[config.mk]
export PLATFORM = sky130hd
export DESIGN_NAME = hazard_ctrl_flat
export DESIGN_NICKNAME = d
export VERILOG_FILES = /design/src/rtl/hazard_pkg.sv /design/src/rtl/hazard_ctrl_if.sv /design/src/rtl/hazard_perf_cnt.sv /design/src/rtl/hazard_ctrl.sv /design/src/flat_wrapper.sv
export SDC_FILE = /design/constraint.sdc
export NUM_CORES = 1
export LEC_CHECK = 0
export ABC_AREA = 1
export CAP_MARGIN = 30
export CORE_MARGIN = 1.5
export CORE_UTILIZATION = 40
export CTS_CLUSTER_DIAMETER = 100
export CTS_CLUSTER_SIZE = 20
export DETAILED_ROUTE_END_ITERATION = 12
export GPL_TIMING_DRIVEN = 0
export PLACE_DENSITY_LB_ADDON = 0.05
export SYNTH_ARGS = -nofsm -noshare
export SYNTH_HDL_FRONTEND = slang
export SYNTH_SLANG_ARGS = --single-unit
[constraint.sdc]
create_clock -name CLK -period 1.48 [get_ports CLK]
set_input_delay 0.148 -clock CLK [delete_from_list [all_inputs] [get_ports CLK]]
set_output_delay 0.148 -clock CLK [all_outputs]
set_load 0.005 [all_outputs]
[src/rtl/hazard_pkg.sv]
// Shared types and constants for the pipeline hazard controller.
// Optional performance counters are enabled with the HAZARD_PERF_CNT_EN macro.
package hazard_pkg;

    typedef enum logic [1:0] {
        S_RUN   = 2'd0,
        S_DRAIN = 2'd1,
        S_HALT  = 2'd2
    } state_e;

    localparam logic [4:0] REG_ZERO = 5'd0;

    // Load-use hazard: a load in EX writes a register that the ID instruction really reads.
    // Writes to x0 never create a dependency.
    function automatic logic is_loaduse(
        input logic       mem_read,
        input logic [4:0] wa,
        input logic [4:0] ra1,
        input logic [4:0] ra2,
        input logic       use_ra1,
        input logic       use_ra2
    );
        return mem_read && (wa != REG_ZERO) &&
               ((use_ra1 && (ra1 == wa)) || (use_ra2 && (ra2 == wa)));
    endfunction

endpackage

[src/rtl/hazard_ctrl_if.sv]
// Hazard-controller bus: pipeline status in, pipeline register controls out.
// The perf counter outputs (and CNT_W) exist only with HAZARD_PERF_CNT_EN.
interface hazard_ctrl_if
`ifdef HAZARD_PERF_CNT_EN
    #(parameter int CNT_W = 32)
`endif
    ;
    logic       MemRead_IDEX;
    logic [4:0] WA_IDEX;
    logic [4:0] RF_RA1;
    logic [4:0] RF_RA2;
    logic       UseRA1;
    logic       UseRA2;
    logic       RedirectEX;
    logic       isHalt_ID;
    logic       MemStall;
    logic       PCWrite;
    logic       IFID_Write;
    logic       IFID_Flush;
    logic       IDEX_Flush;
    logic       PipeFreeze;
    logic       HALTED;
`ifdef HAZARD_PERF_CNT_EN
    logic [CNT_W-1:0] CntLoadUse;
    logic [CNT_W-1:0] CntFlush;
    logic [CNT_W-1:0] CntMemStall;

    modport master (
        output MemRead_IDEX, WA_IDEX, RF_RA1, RF_RA2, UseRA1, UseRA2,
               RedirectEX, isHalt_ID, MemStall,
        input  PCWrite, IFID_Write, IFID_Flush, IDEX_Flush, PipeFreeze, HALTED,
               CntLoadUse, CntFlush, CntMemStall
    );
    modport slave (
        input  MemRead_IDEX, WA_IDEX, RF_RA1, RF_RA2, UseRA1, UseRA2,
               RedirectEX, isHalt_ID, MemStall,
        output PCWrite, IFID_Write, IFID_Flush, IDEX_Flush, PipeFreeze, HALTED,
               CntLoadUse, CntFlush, CntMemStall
    );
`else
    modport master (
        output MemRead_IDEX, WA_IDEX, RF_RA1, RF_RA2, UseRA1, UseRA2,
               RedirectEX, isHalt_ID, MemStall,
        input  PCWrite, IFID_Write, IFID_Flush, IDEX_Flush, PipeFreeze, HALTED
    );
    modport slave (
        input  MemRead_IDEX, WA_IDEX, RF_RA1, RF_RA2, UseRA1, UseRA2,
               RedirectEX, isHalt_ID, MemStall,
        output PCWrite, IFID_Write, IFID_Flush, IDEX_Flush, PipeFreeze, HALTED
    );
`endif
endinterface

[src/rtl/hazard_perf_cnt.sv]
// One saturating event counter; sticks at all-ones instead of wrapping.
module hazard_perf_cnt
    import hazard_pkg::*;
#(
    parameter int CNT_W = 32
) (
    input  logic             CLK,
    input  logic             RST,
    input  logic             inc,
    output logic [CNT_W-1:0] value
);

    logic [CNT_W-1:0] value_q;
    logic [CNT_W-1:0] value_d;

    // Next value: increment on an event unless already saturated.
    always_comb begin
        value_d = value_q;
        if (inc && (value_q != {CNT_W{1'b1}})) begin
            value_d = value_q + CNT_W'(1);
        end else begin
            value_d = value_q;
        end
    end

    // Counter register with asynchronous clear.
    always_ff @(posedge CLK or posedge RST) begin
        if (RST) begin
            value_q <= {CNT_W{1'b0}};
        end else begin
            value_q <= value_d;
        end
    end

    assign value = value_q;

endmodule

[src/rtl/hazard_ctrl.sv]
// Hazard/sequencing controller for the 5-stage core: load-use bubble, redirect flush,
// memory-stall freeze and HALT drain. Outputs are combinational from state and inputs.
// Define HAZARD_PERF_CNT_EN to add the load-use / flush / mem-stall counters.
module hazard_ctrl
    import hazard_pkg::*;
#(
    parameter int DRAIN_CYC = 4
`ifdef HAZARD_PERF_CNT_EN
    ,
    parameter int CNT_W = 32
`endif
) (
    input  logic CLK,
    input  logic RST,
    hazard_ctrl_if.slave bus
);

    // Drain counter counts completed drain cycles; DRAIN_CYC is expected to be >= 2.
    localparam int DW = (DRAIN_CYC > 2) ? $clog2(DRAIN_CYC) : 1;
    localparam logic [DW-1:0] DRAIN_LAST = DW'(DRAIN_CYC - 1);

    state_e        state_q;
    state_e        state_d;
    logic [DW-1:0] cnt_q;
    logic [DW-1:0] cnt_d;
    logic [DW-1:0] cnt_inc_s;
    logic          loaduse_s;
    logic          bubble_s;
    logic          flush_s;

    assign loaduse_s = is_loaduse(bus.MemRead_IDEX, bus.WA_IDEX, bus.RF_RA1, bus.RF_RA2,
                                  bus.UseRA1, bus.UseRA2);
    assign cnt_inc_s = cnt_q + DW'(1);

    // Next state and pipeline controls, by priority MemStall > RedirectEX > loaduse > HALT.
    always_comb begin
        state_d        = state_q;
        cnt_d          = cnt_q;
        bus.PCWrite    = 1'b1;
        bus.IFID_Write = 1'b1;
        bus.IFID_Flush = 1'b0;
        bus.IDEX_Flush = 1'b0;
        bus.PipeFreeze = 1'b0;
        bus.HALTED     = 1'b0;
        bubble_s       = 1'b0;
        flush_s        = 1'b0;
        case (state_q)
            S_HALT: begin
                bus.HALTED     = 1'b1;
                bus.PCWrite    = 1'b0;
                bus.IFID_Write = 1'b0;
                bus.PipeFreeze = 1'b1;
            end
            S_RUN, S_DRAIN: begin
                if (bus.MemStall) begin
                    // Whole pipe frozen; FSM and counter hold, pending events re-evaluated later.
                    bus.PCWrite    = 1'b0;
                    bus.IFID_Write = 1'b0;
                    bus.PipeFreeze = 1'b1;
                end else if (bus.RedirectEX) begin
                    // Wrong-path IF and ID discarded; a HALT being drained was also wrong-path.
                    bus.IFID_Flush = 1'b1;
                    bus.IDEX_Flush = 1'b1;
                    flush_s        = 1'b1;
                    state_d        = S_RUN;
                    cnt_d          = {DW{1'b0}};
                end else if (state_q == S_DRAIN) begin
                    // Stop fetching and let the instructions ahead of the HALT retire.
                    bus.PCWrite    = 1'b0;
                    bus.IFID_Write = 1'b0;
                    bus.IFID_Flush = 1'b1;
                    cnt_d          = cnt_inc_s;
                    if (cnt_inc_s == DRAIN_LAST) begin
                        state_d = S_HALT;
                    end else begin
                        state_d = S_DRAIN;
                    end
                end else if (loaduse_s) begin
                    // Hold PC and IF/ID for one cycle, bubble into EX.
                    bus.PCWrite    = 1'b0;
                    bus.IFID_Write = 1'b0;
                    bus.IDEX_Flush = 1'b1;
                    bubble_s       = 1'b1;
                end else if (bus.isHalt_ID) begin
                    state_d = S_DRAIN;
                    cnt_d   = {DW{1'b0}};
                end else begin
                    state_d = S_RUN;
                end
            end
            default: begin
                state_d = S_RUN;
                cnt_d   = {DW{1'b0}};
            end
        endcase
    end

    // State and drain counter registers with asynchronous reset.
    always_ff @(posedge CLK or posedge RST) begin
        if (RST) begin
            state_q <= S_RUN;
            cnt_q   <= {DW{1'b0}};
        end else begin
            state_q <= state_d;
            cnt_q   <= cnt_d;
        end
    end

`ifdef HAZARD_PERF_CNT_EN
    hazard_perf_cnt #(.CNT_W(CNT_W)) u_cnt_loaduse (
        .CLK(CLK), .RST(RST), .inc(bubble_s), .value(bus.CntLoadUse)
    );
    hazard_perf_cnt #(.CNT_W(CNT_W)) u_cnt_flush (
        .CLK(CLK), .RST(RST), .inc(flush_s), .value(bus.CntFlush)
    );
    hazard_perf_cnt #(.CNT_W(CNT_W)) u_cnt_memstall (
        .CLK(CLK), .RST(RST), .inc(bus.MemStall), .value(bus.CntMemStall)
    );
`else
    logic unused_s;
    assign unused_s = bubble_s ^ flush_s;
`endif

endmodule

[src/flat_wrapper.sv]
// flat-port wrapper written by rule: the top's interface ports become plain ports
module hazard_ctrl_flat import hazard_pkg::*;
#(
    parameter int DRAIN_CYC = 4

)
  (CLK, RST, bus_MemRead_IDEX, bus_WA_IDEX, bus_RF_RA1, bus_RF_RA2, bus_UseRA1, bus_UseRA2, bus_RedirectEX, bus_isHalt_ID, bus_MemStall, bus_PCWrite, bus_IFID_Write, bus_IFID_Flush, bus_IDEX_Flush, bus_PipeFreeze, bus_HALTED);
  hazard_ctrl_if bus_i ();
  input  logic CLK;
  input  logic RST;
  input wire logic [$bits(bus_i.MemRead_IDEX)-1:0] bus_MemRead_IDEX;
  input wire logic [$bits(bus_i.WA_IDEX)-1:0] bus_WA_IDEX;
  input wire logic [$bits(bus_i.RF_RA1)-1:0] bus_RF_RA1;
  input wire logic [$bits(bus_i.RF_RA2)-1:0] bus_RF_RA2;
  input wire logic [$bits(bus_i.UseRA1)-1:0] bus_UseRA1;
  input wire logic [$bits(bus_i.UseRA2)-1:0] bus_UseRA2;
  input wire logic [$bits(bus_i.RedirectEX)-1:0] bus_RedirectEX;
  input wire logic [$bits(bus_i.isHalt_ID)-1:0] bus_isHalt_ID;
  input wire logic [$bits(bus_i.MemStall)-1:0] bus_MemStall;
  output wire logic [$bits(bus_i.PCWrite)-1:0] bus_PCWrite;
  output wire logic [$bits(bus_i.IFID_Write)-1:0] bus_IFID_Write;
  output wire logic [$bits(bus_i.IFID_Flush)-1:0] bus_IFID_Flush;
  output wire logic [$bits(bus_i.IDEX_Flush)-1:0] bus_IDEX_Flush;
  output wire logic [$bits(bus_i.PipeFreeze)-1:0] bus_PipeFreeze;
  output wire logic [$bits(bus_i.HALTED)-1:0] bus_HALTED;
  assign bus_i.MemRead_IDEX = bus_MemRead_IDEX;
  assign bus_i.WA_IDEX = bus_WA_IDEX;
  assign bus_i.RF_RA1 = bus_RF_RA1;
  assign bus_i.RF_RA2 = bus_RF_RA2;
  assign bus_i.UseRA1 = bus_UseRA1;
  assign bus_i.UseRA2 = bus_UseRA2;
  assign bus_i.RedirectEX = bus_RedirectEX;
  assign bus_i.isHalt_ID = bus_isHalt_ID;
  assign bus_i.MemStall = bus_MemStall;
  assign bus_PCWrite = bus_i.PCWrite;
  assign bus_IFID_Write = bus_i.IFID_Write;
  assign bus_IFID_Flush = bus_i.IFID_Flush;
  assign bus_IDEX_Flush = bus_i.IDEX_Flush;
  assign bus_PipeFreeze = bus_i.PipeFreeze;
  assign bus_HALTED = bus_i.HALTED;
  hazard_ctrl #(.DRAIN_CYC(DRAIN_CYC)) u_core (.CLK(CLK), .RST(RST), .bus(bus_i));
endmodule
# [Word-level counts from Yosys, hierarchy flattened]
# Cells that the tools add are included.
[op_classes] reduce_logical=10 mux=30 addsub=1 bitwise=1 eq_ne=8
[op_table] cell="$mux W2" count=10
[op_table] cell="$mux W1" count=16
[op_table] cell="$eq A5 B5 Y1" count=2
[op_table] cell="$pmux W2 S2" count=2
[op_table] cell="$reduce_bool A5 Y1" count=1
[op_table] cell="$eq A2 B2 Y1 const B" count=2
[op_table] cell="$logic_and A1 B1 Y1" count=4
[op_table] cell="$ne A4 B3 Y1 const B" count=1
[op_table] cell="$ne A4 B4 Y1 const B" count=1
[op_table] cell="$pmux W1 S2" count=2
[op_table] cell="$reduce_and A4 Y1" count=1
[op_table] cell="$reduce_and A3 Y1" count=1
[op_table] cell="$add A2 B1 Y2 const B" count=1
[op_table] cell="$eq A2 B1 Y1 const B" count=1
[op_table] cell="$logic_not A2 Y1" count=1
[op_table] cell="$ne A2 B2 Y1 const B" count=1
[op_table] cell="$reduce_or A2 Y1" count=1
[op_table] cell="$logic_or A1 B1 Y1" count=1
[op_table] cell="$not A1 Y1" count=1
[totals] register_bits=4 in_bits=23 wordCells=52

# [Logic depth before layout (Yosys ltp)]
# Gate-level depths: netlist of the first run.
[depth] word_depth=9 ltp_mapped=10 ltp_nobuf=10

# [Worst setup path after synthesis of the first run]
# Ideal clock, no wire load.
[synth_timing] path_type="flip-flop to output port" from="register u_core.state_q[1]" to="output port bus_PCWrite" arrival_time_ns=1.036 path_buffers=1 stages_incl_launch_ff=7 path_slack_ns=0.296 cell_sequence="dfrtp_1 nor2_1 clkinv_2 o21ai_4 nand3_1 inv_1 buf_4"
[synth_between] elab_chain_len=5 word_cells_on_any_way=8
[synth_lines] item="start, declared" line_no="hazard_ctrl.sv:22" rtl="state_e state_q;"
[synth_lines] item="start signal, assigned" line_no="hazard_ctrl.sv:104" rtl="state_q <= state_d;"
[synth_lines] item="$eq A2 B1 Y1"
[synth_lines] item="$mux W1 (3 in series)"
[synth_lines] item="$pmux W1 S2 *"
[synth_lines] item="end, declared" line_no="flat_wrapper.sv:20" rtl="output wire logic [$bits(bus_i.PCWrite)-1:0] bus_PCWrite;"
# Every way passes the cells marked *; elsewhere a longest branch is shown, timed or not.

# [Worst setup path in the final report of the first run]
[layout_timing] from="input port bus_RF_RA1[3]" to="output port bus_IDEX_Flush"
[layout_between] elab_chain_len=9
[layout_lines] item="start, declared" line_no="flat_wrapper.sv:13" rtl="input wire logic [$bits(bus_i.RF_RA1)-1:0] bus_RF_RA1;"
[layout_lines] item="$eq A5 B5 Y1" line_no="hazard_pkg.sv:24" rtl="((use_ra1 && (ra1 == wa)) || (use_ra2 && (ra2 == wa)));"
[layout_lines] item="$logic_and A1 B1 Y1" line_no="hazard_pkg.sv:24"
[layout_lines] item="$logic_or A1 B1 Y1" line_no="hazard_pkg.sv:24"
[layout_lines] item="$logic_and A1 B1 Y1" line_no="hazard_pkg.sv:23" rtl="return mem_read && (wa != REG_ZERO) &&"
[layout_lines] item="$mux W1 (2 in series)"
[layout_lines] item="$mux W1" line_no="hazard_ctrl.sv:60" rtl="end else if (bus.RedirectEX) begin"
[layout_lines] item="$mux W1" line_no="hazard_ctrl.sv:55" rtl="if (bus.MemStall) begin"
[layout_lines] item="$mux W1" line_no="hazard_ctrl.sv:47" rtl="case (state_q)"
[layout_lines] item="end, declared" line_no="flat_wrapper.sv:23" rtl="output wire logic [$bits(bus_i.IDEX_Flush)-1:0] bus_IDEX_Flush;"
# No other way between the ends.

==> results.md, run 1 <==
- Result of the run: finished, final reports clean
- Actual transition at the worst max-transition pin: approximately 0.19 ns
- Unrepaired setup endpoints after global routing: yes
- Layout overhead on the synthesized area: 52.76%
- Vertical die dimension: roughly 42 um
- Final weighted congestion in routability-driven placement: between 0.8 and 0.9
- Number of register bits inferred by synthesis: 4
- Share of synthesized area occupied by flip-flops and latches: approximately 16%
- Kind of launch point of the worst setup path: primary input
- Met3 Track Usage GR: 5.603%
- Met2 usage: a little over a quarter
- CTS HTree Levels: 1
- Global-route wire length before repair: about 2400 um
- Clock tree root driver cell: clkbuf_4
- Dominant cell type by area after synthesis: nand2_1
- Maximum resistive drop on vdd: roughly 600 uV
- Number of endpoints failing setup at the final stage: 0
- Post-route ant nets: 0
- Number of buffers created by CTS: 3
- Core region area: 0.001366 mm2
- Final Net Count: 170
- Number of rows created at floorplan: 13
- CTS clk-pin slew, worst paths: ~0.040 ns
- Mean Syn Cell Area: around 5.7 um2
- Total of fill cells in the finished design: ~150
- ANT cells: 0
- WL/cell: 8.792 um
- Yosys warns: 0
- Overall Global Routing Usage: around 17%
- Fraction of layout cells with a size suffix above 1: between 40 and 50%
- Power per standard cell area: between 500 and 600 mW/mm2
- Cell family contributing the most delay on the critical path: buffers and inverters
- Count of pins on the block boundary: 29
- Length of the first detailed-routing pass in iterations: 4
- Proportion of power drawn by the clock network: 27.7%
- Maximum clock path buffer count: 2
- Maximum clock frequency: about 690 MHz
- Sinks on the clock net: 4
- Maximum number of pins on one net before global-route repair: 9
- Max cap viols: 0
- Number of hold violations in the final report: 0
- Sequential share of power: roughly 25%
- CTS tree: built
- Clock latency at the later pin of the worst-skew pair: approximately 0.24 ns
- Via count of the first global-routing pass: 602
- CP Capture Type: output pin
- Critical Path Max Stage Delay: 0.26 ns
- Final hold slack: approximately 0.1 ns
- Comb power frac: roughly 47%
- Synthesized netlist net count: ~130
- Fin crit share: a little over nine tenths
- Netlist area before placement: 611.8 um2
- Met1 track demand over resource: between 20 and 25%
- Top-count cell post-synth: nand2_1
- Number of enable-type register cells in the synthesized netlist: 0
- Max Clock Skew: 0.005223 ns
- Final worst-path setup slack: approximately 0.022 ns
- Proportion of synthesized flip-flops having asynchronous set or reset: between 90% and 100%
- Final wirelength: 1398 um
- Switching share of power: between 30% and 40%
- Buffer and inverter count on the worst path: 3
- Post-route DRC violation count: 0
- Top cells by area in the synthesized netlist: nand2_1 (24%), dfrtp_1 (16%), inv_1 (9.8%), nand3_2 (6.5%), nor2_1 (5.5%)
- Full die area: 0.001773 mm2
- Avg Vias per Cell: ~4.5
- Via count of the routed design: about 720
- Tmin final: 1.458 ns
- Worst-path cell with the longest stage delay: dlygate4sd2_1
- Unique cell type count in the Yosys netlist: 23
- CP max FO: 2
- Die span in x: approximately 42 um
- Grt ovf: 0
- Number of buffers inserted by port buffering: 28
- HPWL Detailed: 1097 um
- Most frequently used flop master after synthesis: dfrtp_1
- Initial core utilization: about 45%
- List of most frequent post-synthesis cells: nand2_1 (39), inv_1 (16), nor2_1 (9), inv_2 (8), nand3_1 (5)
- Cell chain of the critical path: dlygate4sd2_1, nand2_1, nand2_1, nor2_2, nand3_2, a21oi_2, buf_4, nand2_2, a21oi_2, buf_2
- Antenna violations before repair: 0
- Critical path class: in2out
- Count of pins over their slew limit: 0
- Top cell type's share of synthesized area: a little under a quarter
- Count of routing violations after the opening detailed-route iteration: 11
- Internal power component: between 0.0003 and 0.0004 W
- Remaining max-slew budget at the tightest pin: between 80% and 90%
- Arrival @ worst endpoint: approximately 1.3 ns
- Most utilized layer in the global route result: met2
- Path type of the worst min-delay path: in2async
- Psw: around 0.00017 W
- Pre-CTS worst setup slack: -0.6016 ns
- Leakage power total: roughly 0.55 nW
- Cells after Synth: around 110
- Worst Path Required: 1.33 ns
[layer usage]
layer / wire, um / vias to the layer above
li1: - / 397
met1: 677 / 304
met2: 651 / 18
met3: 69 / 0
met4: 0 / 0
met5: 0 / -
[power by group through the flow]
stage                     logic, W  registers, W  clock network (W)
final                     0.000228      0.000123           0.000135
after global routing      0.000256      0.000124           0.000145
after CTS                 0.000224      0.000123           0.000138
after detailed placement  0.000233      0.000125                  0
after global placement    0.000230      0.000125                  0
after floorplan           0.000127      0.000124                  0
[worst paths after layout]
kind,from,to,slack [ns],cells after the start
min reg2reg,u_core.cnt_q[1]$_DFFE_PP0P_,u_core.cnt_q[1]$_DFFE_PP0P_,0.48,2
max in group asynchronous,RST,u_core.cnt_q[0]$_DFFE_PP0P_,1.23,2
max reg2reg,u_core.state_q[1]$_DFFE_PP0P_,u_core.cnt_q[0]$_DFFE_PP0P_,0.08,10
max,bus_RF_RA1[3],bus_IDEX_Flush,0.02,10
min in group CLK,u_core.cnt_q[1]$_DFFE_PP0P_,u_core.cnt_q[1]$_DFFE_PP0P_,0.48,2
min,RST,u_core.state_q[0]$_DFFE_PP0P_,0.10,2
[through the flow]
step                      total power [W]  instances  cell area (um2)  utilization, %  setup TNS (ns)
after floorplan                 0.0002510        108            611.8               -               0
after global placement          0.0003543        151            910.9           66.67          -1.867
after detailed placement        0.0003578        151            910.9           66.67          -1.963
after CTS                       0.0004849        158            945.9           69.23        -0.01418
after global routing            0.0005258        159            934.6           68.41         -0.1658
final                           0.0004861        159            934.6           68.41               0
[what timing repair did]
action	CTS	global route
setup endpoints to repair	6	4
resized for setup	36	32
hold buffers	0	0
setup buffers	4	1
pin swaps	15	20
[cell type report]
cell class | count | area (um2) | area share [%]
multi-input combinational | 75 | 409.1 | 43.78
timing repair buffer | 33 | 255.2 | 27.31
inverter | 27 | 106.4 | 11.38
sequential | 4 | 100.1 | 10.71
clock buffer | 3 | 22.52 | 2.410
buffer | 2 | 22.52 | 2.410
tap | 15 | 18.77 | 2.008
[cell usage in the layout, fill, tap and decap left out, drive strengths merged]
master,instances
a21oi,3
a22oi,1
buf,9
clkbuf,14
clkdlybuf4s15,4
clkdlybuf4s50,5
clkinv,1
clkinvlp,1
dfrtp,4
dlygate4sd2,6
ha,1
inv,25
nand2,40
nand3,9
nand4,3
nor2,15
nor3,1
o21ai,2
[flip-flops by register name, indices dropped and copies added, names as in the netlist]
| name | count |
|---|---|
| u_core.state_q | 2 |
| u_core.cnt_q | 2 |
[kinds of logic after synthesis]
logic type,share of synthesized area [%]
buf+inv,20.45
compound gates,8.385
simple gates,52.76
flops,16.36
fa+ha+maj,2.045
Note: power is estimated with default switching activity, not from simulation.
==> inputs of run 2 (changes only) <==
Settings changed: MAX_ROUTING_LAYER set to met4.
==> results of run 2 <==
The final DEF is identical to that of run 1; final timing and power are the same.
Main changes from that run: final weighted congestion in routability-driven placement 0.8069 -> 0.8186; via count of the first global-routing pass 602 -> 601; overall routing resource usage 17.26% -> 17.73%
==> inputs of run 3 (changes only) <==
Settings changed: MAX_ROUTING_LAYER met4 to not set.
==> results of run 3 <==
The final DEF is identical to that of run 1; final timing and power are the same.
